File: config.mk
export PLATFORM = sky130hd
export DESIGN_NAME = sipo_frame_deserializer
export DESIGN_NICKNAME = d
export VERILOG_FILES = /design/src/rtl/sipo_frame_deserializer.sv
export SDC_FILE = /design/constraint.sdc
export NUM_CORES = 1
export LEC_CHECK = 0
export CORE_UTILIZATION = 40
export CTS_BUF_LIST = sky130_fd_sc_hd__clkbuf_8
export DETAILED_ROUTE_END_ITERATION = 12
export GPL_TIMING_DRIVEN = 0
export PLACE_DENSITY = 0.65
export SYNTH_ARGS = -nofsm -noshare
export SYNTH_HDL_FRONTEND = slang
export SYNTH_SLANG_ARGS = --single-unit
File: constraint.sdc
create_clock -name clock -period 2.4 [get_ports clock]
set_clock_uncertainty 0.2 [all_clocks]
set_input_delay 0.48 -clock clock [delete_from_list [all_inputs] [get_ports clock]]
set_output_delay 0.48 -clock clock [all_outputs]
set_load 0.03 [all_outputs]
File: src/rtl/sipo_frame_deserializer.sv
// Serial MSB-first word assembler with frame_start alignment,
// one-entry valid/ready output register and sticky error flags.
module sipo_frame_deserializer #(
  parameter int WIDTH = 4
) (
  input  logic             clock,
  input  logic             reset,
  input  logic             serial_in,
  input  logic             bit_valid,
  input  logic             frame_start,
  output logic [WIDTH-1:0] data_out,
  output logic             data_valid,
  input  logic             data_ready,
  output logic             overrun,
  output logic             frame_error,
  input  logic             clear_flags
);

  localparam int CW = $clog2(WIDTH + 1);

  typedef enum logic {
    IDLE,
    SHIFT
  } state_t;

  state_t           state, state_n;
  logic [WIDTH-2:0] shift, shift_n;
  logic [CW-1:0]    count, count_n;
  logic             word_done;
  logic             resync;
  logic [WIDTH-1:0] word;

  logic load;
  logic drop;
  logic accept;

  always_ff @(posedge clock or posedge reset) begin
    if (reset) begin
      state <= IDLE;
      shift <= '0;
      count <= '0;
    end else begin
      state <= state_n;
      shift <= shift_n;
      count <= count_n;
    end
  end

  // shift holds the first WIDTH-1 bits right-aligned
  always_comb begin
    state_n   = state;
    shift_n   = shift;
    count_n   = count;
    word_done = 1'b0;
    resync    = 1'b0;
    word      = {shift, serial_in};
    if (bit_valid) begin
      unique case (state)
        IDLE: begin
          if (frame_start) begin
            shift_n    = '0;
            shift_n[0] = serial_in;
            count_n    = CW'(1);
            state_n    = SHIFT;
          end
        end
        SHIFT: begin
          if (frame_start) begin
            resync     = 1'b1;
            shift_n    = '0;
            shift_n[0] = serial_in;
            count_n    = CW'(1);
          end else if (count == CW'(WIDTH - 1)) begin
            word_done = 1'b1;
            shift_n   = '0;
            count_n   = '0;
            state_n   = IDLE;
          end else begin
            shift_n    = shift << 1;
            shift_n[0] = serial_in;
            count_n    = count + CW'(1);
          end
        end
        default: state_n = IDLE;
      endcase
    end
  end

  assign accept = data_valid & data_ready;
  assign load   = word_done & (~data_valid | data_ready);
  assign drop   = word_done & data_valid & ~data_ready;

  always_ff @(posedge clock or posedge reset) begin
    if (reset) begin
      data_out    <= '0;
      data_valid  <= 1'b0;
      overrun     <= 1'b0;
      frame_error <= 1'b0;
    end else begin
      if (load) begin
        data_out   <= word;
        data_valid <= 1'b1;
      end else if (accept) begin
        data_valid <= 1'b0;
      end
      // a set event in the same cycle beats clear_flags
      if (drop)
        overrun <= 1'b1;
      else if (clear_flags)
        overrun <= 1'b0;
      if (resync)
        frame_error <= 1'b1;
      else if (clear_flags)
        frame_error <= 1'b0;
    end
  end

endmodule
==> results.md, run 1 <==
| Parameter | This run | Unit |
| --- | --- | --- |
| Outcome | completed | - |
| Worst path buffer plus inverter count | 1 | - |
| Kind of path behind the tightest hold check | reg2reg | - |
| Buffers on Ports | 11 | - |
| Net count of the mapped netlist | 58 | - |
| Overflow after GRT | 0 | - |
| Distinct cell type count of the synthesized netlist | 21 | - |
| Hold buffers post-CTS | 0 | - |
| Effective utilization at floorplan | 44.9 | % |
| Final Slew Violations | 0 | - |
| Number of H-tree levels | 1 | - |
| Highest layer used for signal routing | met4 | - |
| IR Drop Worst-Case VDD | 0.458 | mV |
| Register clock-pin slew on the reported worst setup and hold paths | 60 | ps |
| Setup slack of the critical path after layout | 467 | ps |
| Cell taking the most area after synthesis | dfrtp_1 | - |
| Transition at the pin with the smallest max-transition slack | 521 | ps |
| Area of the die | 0.00169 | sq mm |
| Startpoint Class | flop | - |
| Post-synthesis to final-layout area growth | 30.0 | % |
| DRC violation count after routing | 0 | - |
| Number of max-capacitance violations reported | 0 | - |
| Clock sink total | 14 | - |
| Critical Path Sink Type | primary output | - |
| Die width | 41.2 | um |
| Count of buffers added by post-CTS timing repair for setup | 0 | - |
| Final TNS setup | 0 | ps |
| Gate family responsible for the most delay along the worst path | buffers and inverters | - |
| Worst slack after detailed placement | 271 | ps |
| Filler-free cell count of the finished design | 80 | - |
| Count of vias placed by the detailed router | 424 | - |
| Total global-route track usage | 15.4 | % |
| Total met2 wirelength after detailed routing | 450 | um |
| Combinational family with the most area after synthesis | simple AND/OR/NAND/NOR gates | - |
| Post-cts sizing count | 0 | - |
| Maximum frequency from static timing analysis | 517 | MHz |
| Complex-gate fraction of the synthesized area | 13.9 | % |
| Maximum clock insertion buffer count | 2 | - |
| Weighted congestion at the end of routability-driven global placement | 0.748 | - |
| Part of the cycle the worst path needs | 80.6 | % |
| Synthesized netlist cell count | 50 | - |
| Power density over the cells | 1040 | mW/mm^2 |
| Layout net count | 74 | - |
| Mux contribution to synthesized area | 7.35 | % |
| Share of the synthesized area in the top cell type | 57.1 | % |
| Final hold slack | 304 | ps |
| Detailed-route wire length per cell | 12.8 | um |
| Library cell used as clock root buffer | clkbuf_8 | - |
| Slowest CP cell | clkdlybuf4s50_1 | - |
| Number of hold-slack violations in the final timing report | 0 | - |
| Global-route wire length before repair | 1620 | um |
| Slew headroom | 65.3 | % |
| Placed Cells | 76 | - |
| Critical path type | reg2out | - |
| Via count of the first global-routing pass | 408 | - |
| Fraction of the mapped netlist area in simple logic gates | 15.3 | % |
| Leakage Power | 0.372 | nW |
| CTS buffer count | 3 | - |
| RSZ-0062 raised after global routing | no | - |
| Required time of the worst setup path | 1720 | ps |
| Setup violations, final | 0 | - |
| Synthesized-area fraction occupied by xor and xnor cells | 0 | % |
| Critical-path cell list | clkdlybuf4s50_1 | - |
| Period minus WS final | 1930 | ps |
| Mean instance size in the synthesized netlist | 12.3 | sq um |
| Number of synthesized register bits | 14 | - |
| Total I/O pin count | 14 | - |
| Violation count after the first detailed-routing iteration | 6 | - |
| CORE AREA | 0.00137 | sq mm |
| Total detailed-routing wirelength | 1020 | um |
| Worst-path maximum fanout | 2 | - |
| Synth Area in Adders | 2.04 | % |
| Chip Height | 41.2 | um |
| YS warnings | 0 | - |
| Met3 routed wirelength | 55 | um |
| Pin count of the biggest net entering global routing | 15 | - |
| DR pass1 iterations | 3 | - |
| Leading post-synthesis cells by cell area | dfrtp_1 (57%), mux2_2 (7.3%), a22o_1 (5.7%) | - |
| Diode count | 0 | - |
| Clock latency of the later-clocked register in the worst-skew pair | 240 | ps |
| Arrival time at the worst endpoint | 1250 | ps |
| Number of antenna violations at the first check in global routing | 0 | - |
| Clock tree from TritonCTS | done | - |
| Sequential-to-total area share from yosys stat | 57.1 | % |
| Detailed Place HPWL | 714 | um |
| Std-Cell Rows | 13 | - |
| Netlist area before placement | 613 | sq um |
| Share of final-layout standard cells stronger than drive strength 1 | 20.0 | % |
| Peak per-stage delay on the critical path | 670 | ps |
| Antenna Violating Nets Remaining | 0 | - |
| Ratio of routed vias to standard cells | 5.30 | - |
| Wire length the detailed router placed on met1 | 489 | um |
## layer usage
| layer | up-vias | global-route usage, % |
|---|---|---|
| met5 | - | 0 |
| met4 | 0 | 12.1 |
| met3 | 4 | 3.26 |
| met2 | 12 | 25.8 |
| met1 | 202 | 16.7 |
| li1 | 206 | - |
## state kept, by name (all words and copies together), names as in the netlist
signal / count
count: 3
data_out: 4
data_valid: 1
frame_error: 1
overrun: 1
shift: 3
state: 1
## path summary, 6_finish.rpt
check	start	to	slack, ps	cells after the start
max in group asynchronous	reset	count[2]	1280	2
hold / removal	shift[2]	shift[2]	300	1
setup / recovery	data_out[1]	data_out[1]	470	1
setup reg to reg	count[0]	data_out[2]	590	4
min in group asynchronous	reset	data_valid	370	2
hold reg to reg	shift[2]	shift[2]	300	1
## power breakdown
group	internal [mW]	switching, mW	leakage (nW)	total, mW
registers	0.298	0.0465	0.180	0.344
logic	0.125	0.136	0.163	0.260
clock network	0.145	0.0787	0.0288	0.224
## cells by family (layout without fill, tap and decap cells)
logic type | count (synthesis) | count (layout)
AOI/OAI and AO/OA | 12 | 12
DFF | 14 | 14
and+or+nand+nor | 14 | 14
muxes | 4 | 4
buffers and inverters | 5 | 20
adders and majority gates | 1 | 1
## cells in the mapped netlist (all sizes together)
cell type	number
a21boi	1
a21o	1
a21oi	1
a22o	4
a22oi	1
and2b	1
buf	2
dfrtp	14
ha	1
inv	3
mux2	4
nand2	6
nand2b	2
nand3	1
nand4b	1
nor3	1
nor4b	1
o21ai	3
o22ai	1
or3	1
## cell type report
cell class / instances / area, sq um
multi-input cells: 31 / 236
fillers: 129 / 569
inverters: 3 / 11.3
flip-flops and latches: 14 / 350
clock buffers: 4 / 55.1
plain buffers: 2 / 15.0
well taps: 15 / 18.8
repair buffers: 11 / 110
## stage by stage
step	area, sq um	utilization (%)	power [mW]
2_1_floorplan	613	-	0.514
3_3_place_gp	742	54.3	0.604
3_5_place_dp	742	54.3	0.608
4_1_cts	797	58.3	0.839
5_1_grt	797	58.3	0.877
6_report	797	58.3	0.829
## cells in the final DEF (no fill, tap or decap)
master	netlist	routed
nor3_1	1	1
a21oi_1	1	1
dfrtp_1	14	14
a22oi_1	1	1
nand2_1	5	5
ha_1	1	1
o21ai_0	3	3
and2b_1	1	1
a21o_2	1	1
o22ai_1	1	1
mux2_2	4	4
inv_1	3	3
nor4b_4	1	1
clkdlybuf4s50_1	0	11
buf_4	2	2
nand2b_1	2	2
nand2_2	1	1
nand3_1	1	1
or3_1	1	1
nand4b_1	1	1
a22o_1	4	4
a21boi_0	1	1
clkbuf_8	0	4
Note: power is estimated with default switching activity, not from simulation.
==> run 2: changes to the inputs <==
==> constraint.sdc (replaced) <==
create_clock -name clock -period 2 [get_ports clock]
set_clock_uncertainty 0.2 [all_clocks]
set_input_delay 0.4 -clock clock [delete_from_list [all_inputs] [get_ports clock]]
set_output_delay 0.4 -clock clock [all_outputs]
set_load 0.03 [all_outputs]
==> results of run 2 <==
Same layout as run 1 (identical final DEF). Status: completed.
Among the figures that moved: setup slack after placement 271 ps -> -49.0 ps; setup slack after layout 467 ps -> 147 ps; hold slack 304 ps -> 229 ps; register-to-register setup slack 590 ps -> 190 ps; end point of the worst hold path shift[2] -> count[2]; total power 0.829 mW -> 0.994 mW; worst IR drop on VDD 0.458 mV -> 0.550 mV
==> run 3: changes to the inputs <==
--- a/config.mk
+++ b/config.mk
@@ -10,6 +10,7 @@
 export DETAILED_ROUTE_END_ITERATION = 12
 export GPL_TIMING_DRIVEN = 0
 export PLACE_DENSITY = 0.65
+export REMOVE_ABC_BUFFERS = 1
 export SYNTH_ARGS = -nofsm -noshare
 export SYNTH_HDL_FRONTEND = slang
 export SYNTH_SLANG_ARGS = --single-unit
==> constraint.sdc (replaced) <==
create_clock -name clock -period 2.1 [get_ports clock]
set_clock_uncertainty 0.2 [all_clocks]
set_input_delay 0.42 -clock clock [delete_from_list [all_inputs] [get_ports clock]]
set_output_delay 0.42 -clock clock [all_outputs]
set_load 0.03 [all_outputs]
==> run 3 against run 2 <==
Compared with the run above:
- via count increased by 2.8%
- global-route usage decreased by 1.4 points
- total power decreased by 4.5%
- non-clock buffer count unchanged
- largest power group unchanged
- highest routed layer unchanged
==> results.md, run 3 (synthesis gave the netlist of run 1 again) <==
| Parameter | This run | Unit |
| --- | --- | --- |
| Maximum clock insertion buffer count | 2 | - |
| Final TNS setup | 0 | ps |
| Layout net count | 74 | - |
| Combinational share of power | 31.6 | % |
| Chip Height | 41.2 | um |
| Placed Cells | 76 | - |
| Violation count after the first detailed-routing iteration | 12 | - |
| Pin count of the biggest net entering global routing | 15 | - |
| Total detailed-routing wirelength | 1040 | um |
| Detailed Place HPWL | 744 | um |
| Worst slack after detailed placement | -193 | ps |
| Std-Cell Rows | 13 | - |
| GR Layer Usage met3 | 3.26 | % |
| Leakage Power | 0.379 | nW |
| Internal cell power | 0.650 | mW |
| Number of hold-slack violations in the final timing report | 0 | - |
| Total global-route track usage | 14.1 | % |
| Critical path type | in2reg | - |
| Maximum frequency from static timing analysis | 522 | MHz |
| Post-synthesis to final-layout area growth | 31.2 | % |
| Met1 track demand over resource in global routing | 18.4 | % |
| Top library cells by usage in the layout, fill and taps aside | dfrtp_1 (14), clkdlybuf4s50_1 (12), nand2_1 (5) | - |
| Slowest CP cell | clkdlybuf4s50_1 | - |
| Critical Path Sink Type | flop | - |
| Number of max-capacitance violations reported | 0 | - |
| Die width | 41.2 | um |
| Ratio of routed vias to standard cells | 5.45 | - |
| Relative contribution of the clock network to total power | 27.0 | % |
| Placed Instance Area | 747 | sq um |
| Peak per-stage delay on the critical path | 580 | ps |
| RSZ-0062 raised after global routing | no | - |
| Library cell used as clock root buffer | clkbuf_8 | - |
| Weighted congestion at the end of routability-driven global placement | 0.739 | - |
| Largest reg by FF count | data_out | - |
| Total I/O pin count | 14 | - |
| Largest registers | data_out x4, count x3, shift x3 | - |
| Via count of the first global-routing pass | 367 | - |
| Effective utilization at floorplan | 44.9 | % |
| Slew headroom | 63.1 | % |
| Kind of path behind the tightest hold check | reg2reg | - |
| Total non-filler cell area in the finished layout | 805 | sq um |
| Final Slew Violations | 0 | - |
| Share of total power in sequential cells | 41.4 | % |
| Period minus WS final | 1920 | ps |
| Global-route wire length before repair | 1550 | um |
| Filler-free cell count of the finished design | 80 | - |
| Number of H-tree levels | 1 | - |
| Leading cell type in the layout, fill and taps excluded | dfrtp_1 | - |
| Max reg flops | 4 | - |
| Setup violations, final | 0 | - |
| Buffers on Ports | 13 | - |
| Number of antenna violations at the first check in global routing | 0 | - |
| Startpoint Class | primary input | - |
| DRC violation count after routing | 0 | - |
| Fraction of met2 tracks used by global routing | 22.7 | % |
| CTS buffer count | 3 | - |
| Diode count | 0 | - |
| Net switching power | 0.300 | mW |
| Setup slack of the critical path after layout | 183 | ps |
| Outcome | completed | - |
| Clock latency of the later-clocked register in the worst-skew pair | 240 | ps |
| Share of final-layout standard cells stronger than drive strength 1 | 16.9 | % |
| Antenna Violating Nets Remaining | 0 | - |
| Worst path buffer plus inverter count | 1 | - |
| Worst-path maximum fanout | 9 | - |
| Overflow after GRT | 0 | - |
| Fill cell total of the finished layout | 114 | - |
| Required time of the worst setup path | 2020 | ps |
| Gate family responsible for the most delay along the worst path | buffers and inverters | - |
| CORE AREA | 0.00137 | sq mm |
| Detailed-route wire length per cell | 13.0 | um |
| Critical-path cell list | clkdlybuf4s50_1 -> nor4b_4 -> mux2_2 | - |
| IR Drop Worst-Case VDD | 0.622 | mV |
| Register clock-pin slew on the reported worst setup and hold paths | 60 | ps |
| Net switching share of the total power | 31.6 | % |
| Power density over the cells | 1180 | mW/mm^2 |
| Transition at the pin with the smallest max-transition slack | 553 | ps |
| Part of the cycle the worst path needs | 91.3 | % |
| DR pass1 iterations | 4 | - |
| Count of vias placed by the detailed router | 436 | - |
| Clock tree from TritonCTS | done | - |
| Arrival time at the worst endpoint | 1840 | ps |
| Most crowded layer after global routing | met2 | - |
| Area of the die | 0.00169 | sq mm |
| Clock sink total | 14 | - |
[run 3: worst register-to-register path: cells and delay by family, from the launching register on]
kind / cells / cell delay, ps
adder cells (fa/ha/maj): 1 / 190
multiplexers: 1 / 380
flip-flops: 1 / 360
AND/OR/NAND/NOR: 2 / 520
[run 3: per-stage QoR]
step | util [%] | hold slack [ps] | total power, mW
CTS | 58.7 | 308 | 0.957
global route | 58.9 | 326 | 1.00
floorplan | - | 109 | 0.581
detailed placement | 54.7 | 295 | 0.697
finish | 58.9 | 304 | 0.949
global placement | 54.7 | 286 | 0.691
[run 3: layout make-up]
| type | instances | area, sq um | share of cell area, % |
|---|---|---|---|
| Tap cell | 15 | 18.8 | 2.33 |
| Multi-Input combinational cell | 31 | 236 | 29.4 |
| Inverter | 3 | 11.3 | 1.40 |
| Timing Repair Buffer | 13 | 133 | 16.5 |
| Sequential cell | 14 | 350 | 43.5 |
| Clock buffer | 4 | 55.1 | 6.84 |
[run 3: timing repair]
item,in CTS,in global routing
hold endpoints to repair,0,0
endpoints found under the setup margin,0,2
gates resized for setup,0,1
setup buffers,0,0
hold buffers,0,0
[run 3: worst paths after layout]
kind,start,end,slack [ps],cells after the start
min reg2reg,count[1],count[1],300,1
min in group asynchronous,reset,shift[0],330,2
max in group asynchronous,reset,count[1],1010,2
max,frame_start,data_out[2],180,3
max reg2reg,count[0],data_out[2],340,4
min,count[1],count[1],300,1
[run 3: power by group through the flow]
stage	logic (mW)	registers (mW)	clock network [mW]
CTS	0.304	0.392	0.261
detailed placement	0.301	0.396	0
global route	0.325	0.402	0.275
global placement	0.298	0.394	0
finish	0.300	0.393	0.257
floorplan	0.124	0.457	0
[run 3: layer usage]
metal  wire length [um]  vias to the layer above
met2                480                       14
met5                  0                        -
met1                489                      214
met4                 10                        0
li1                   -                      206
met3                 61                        2
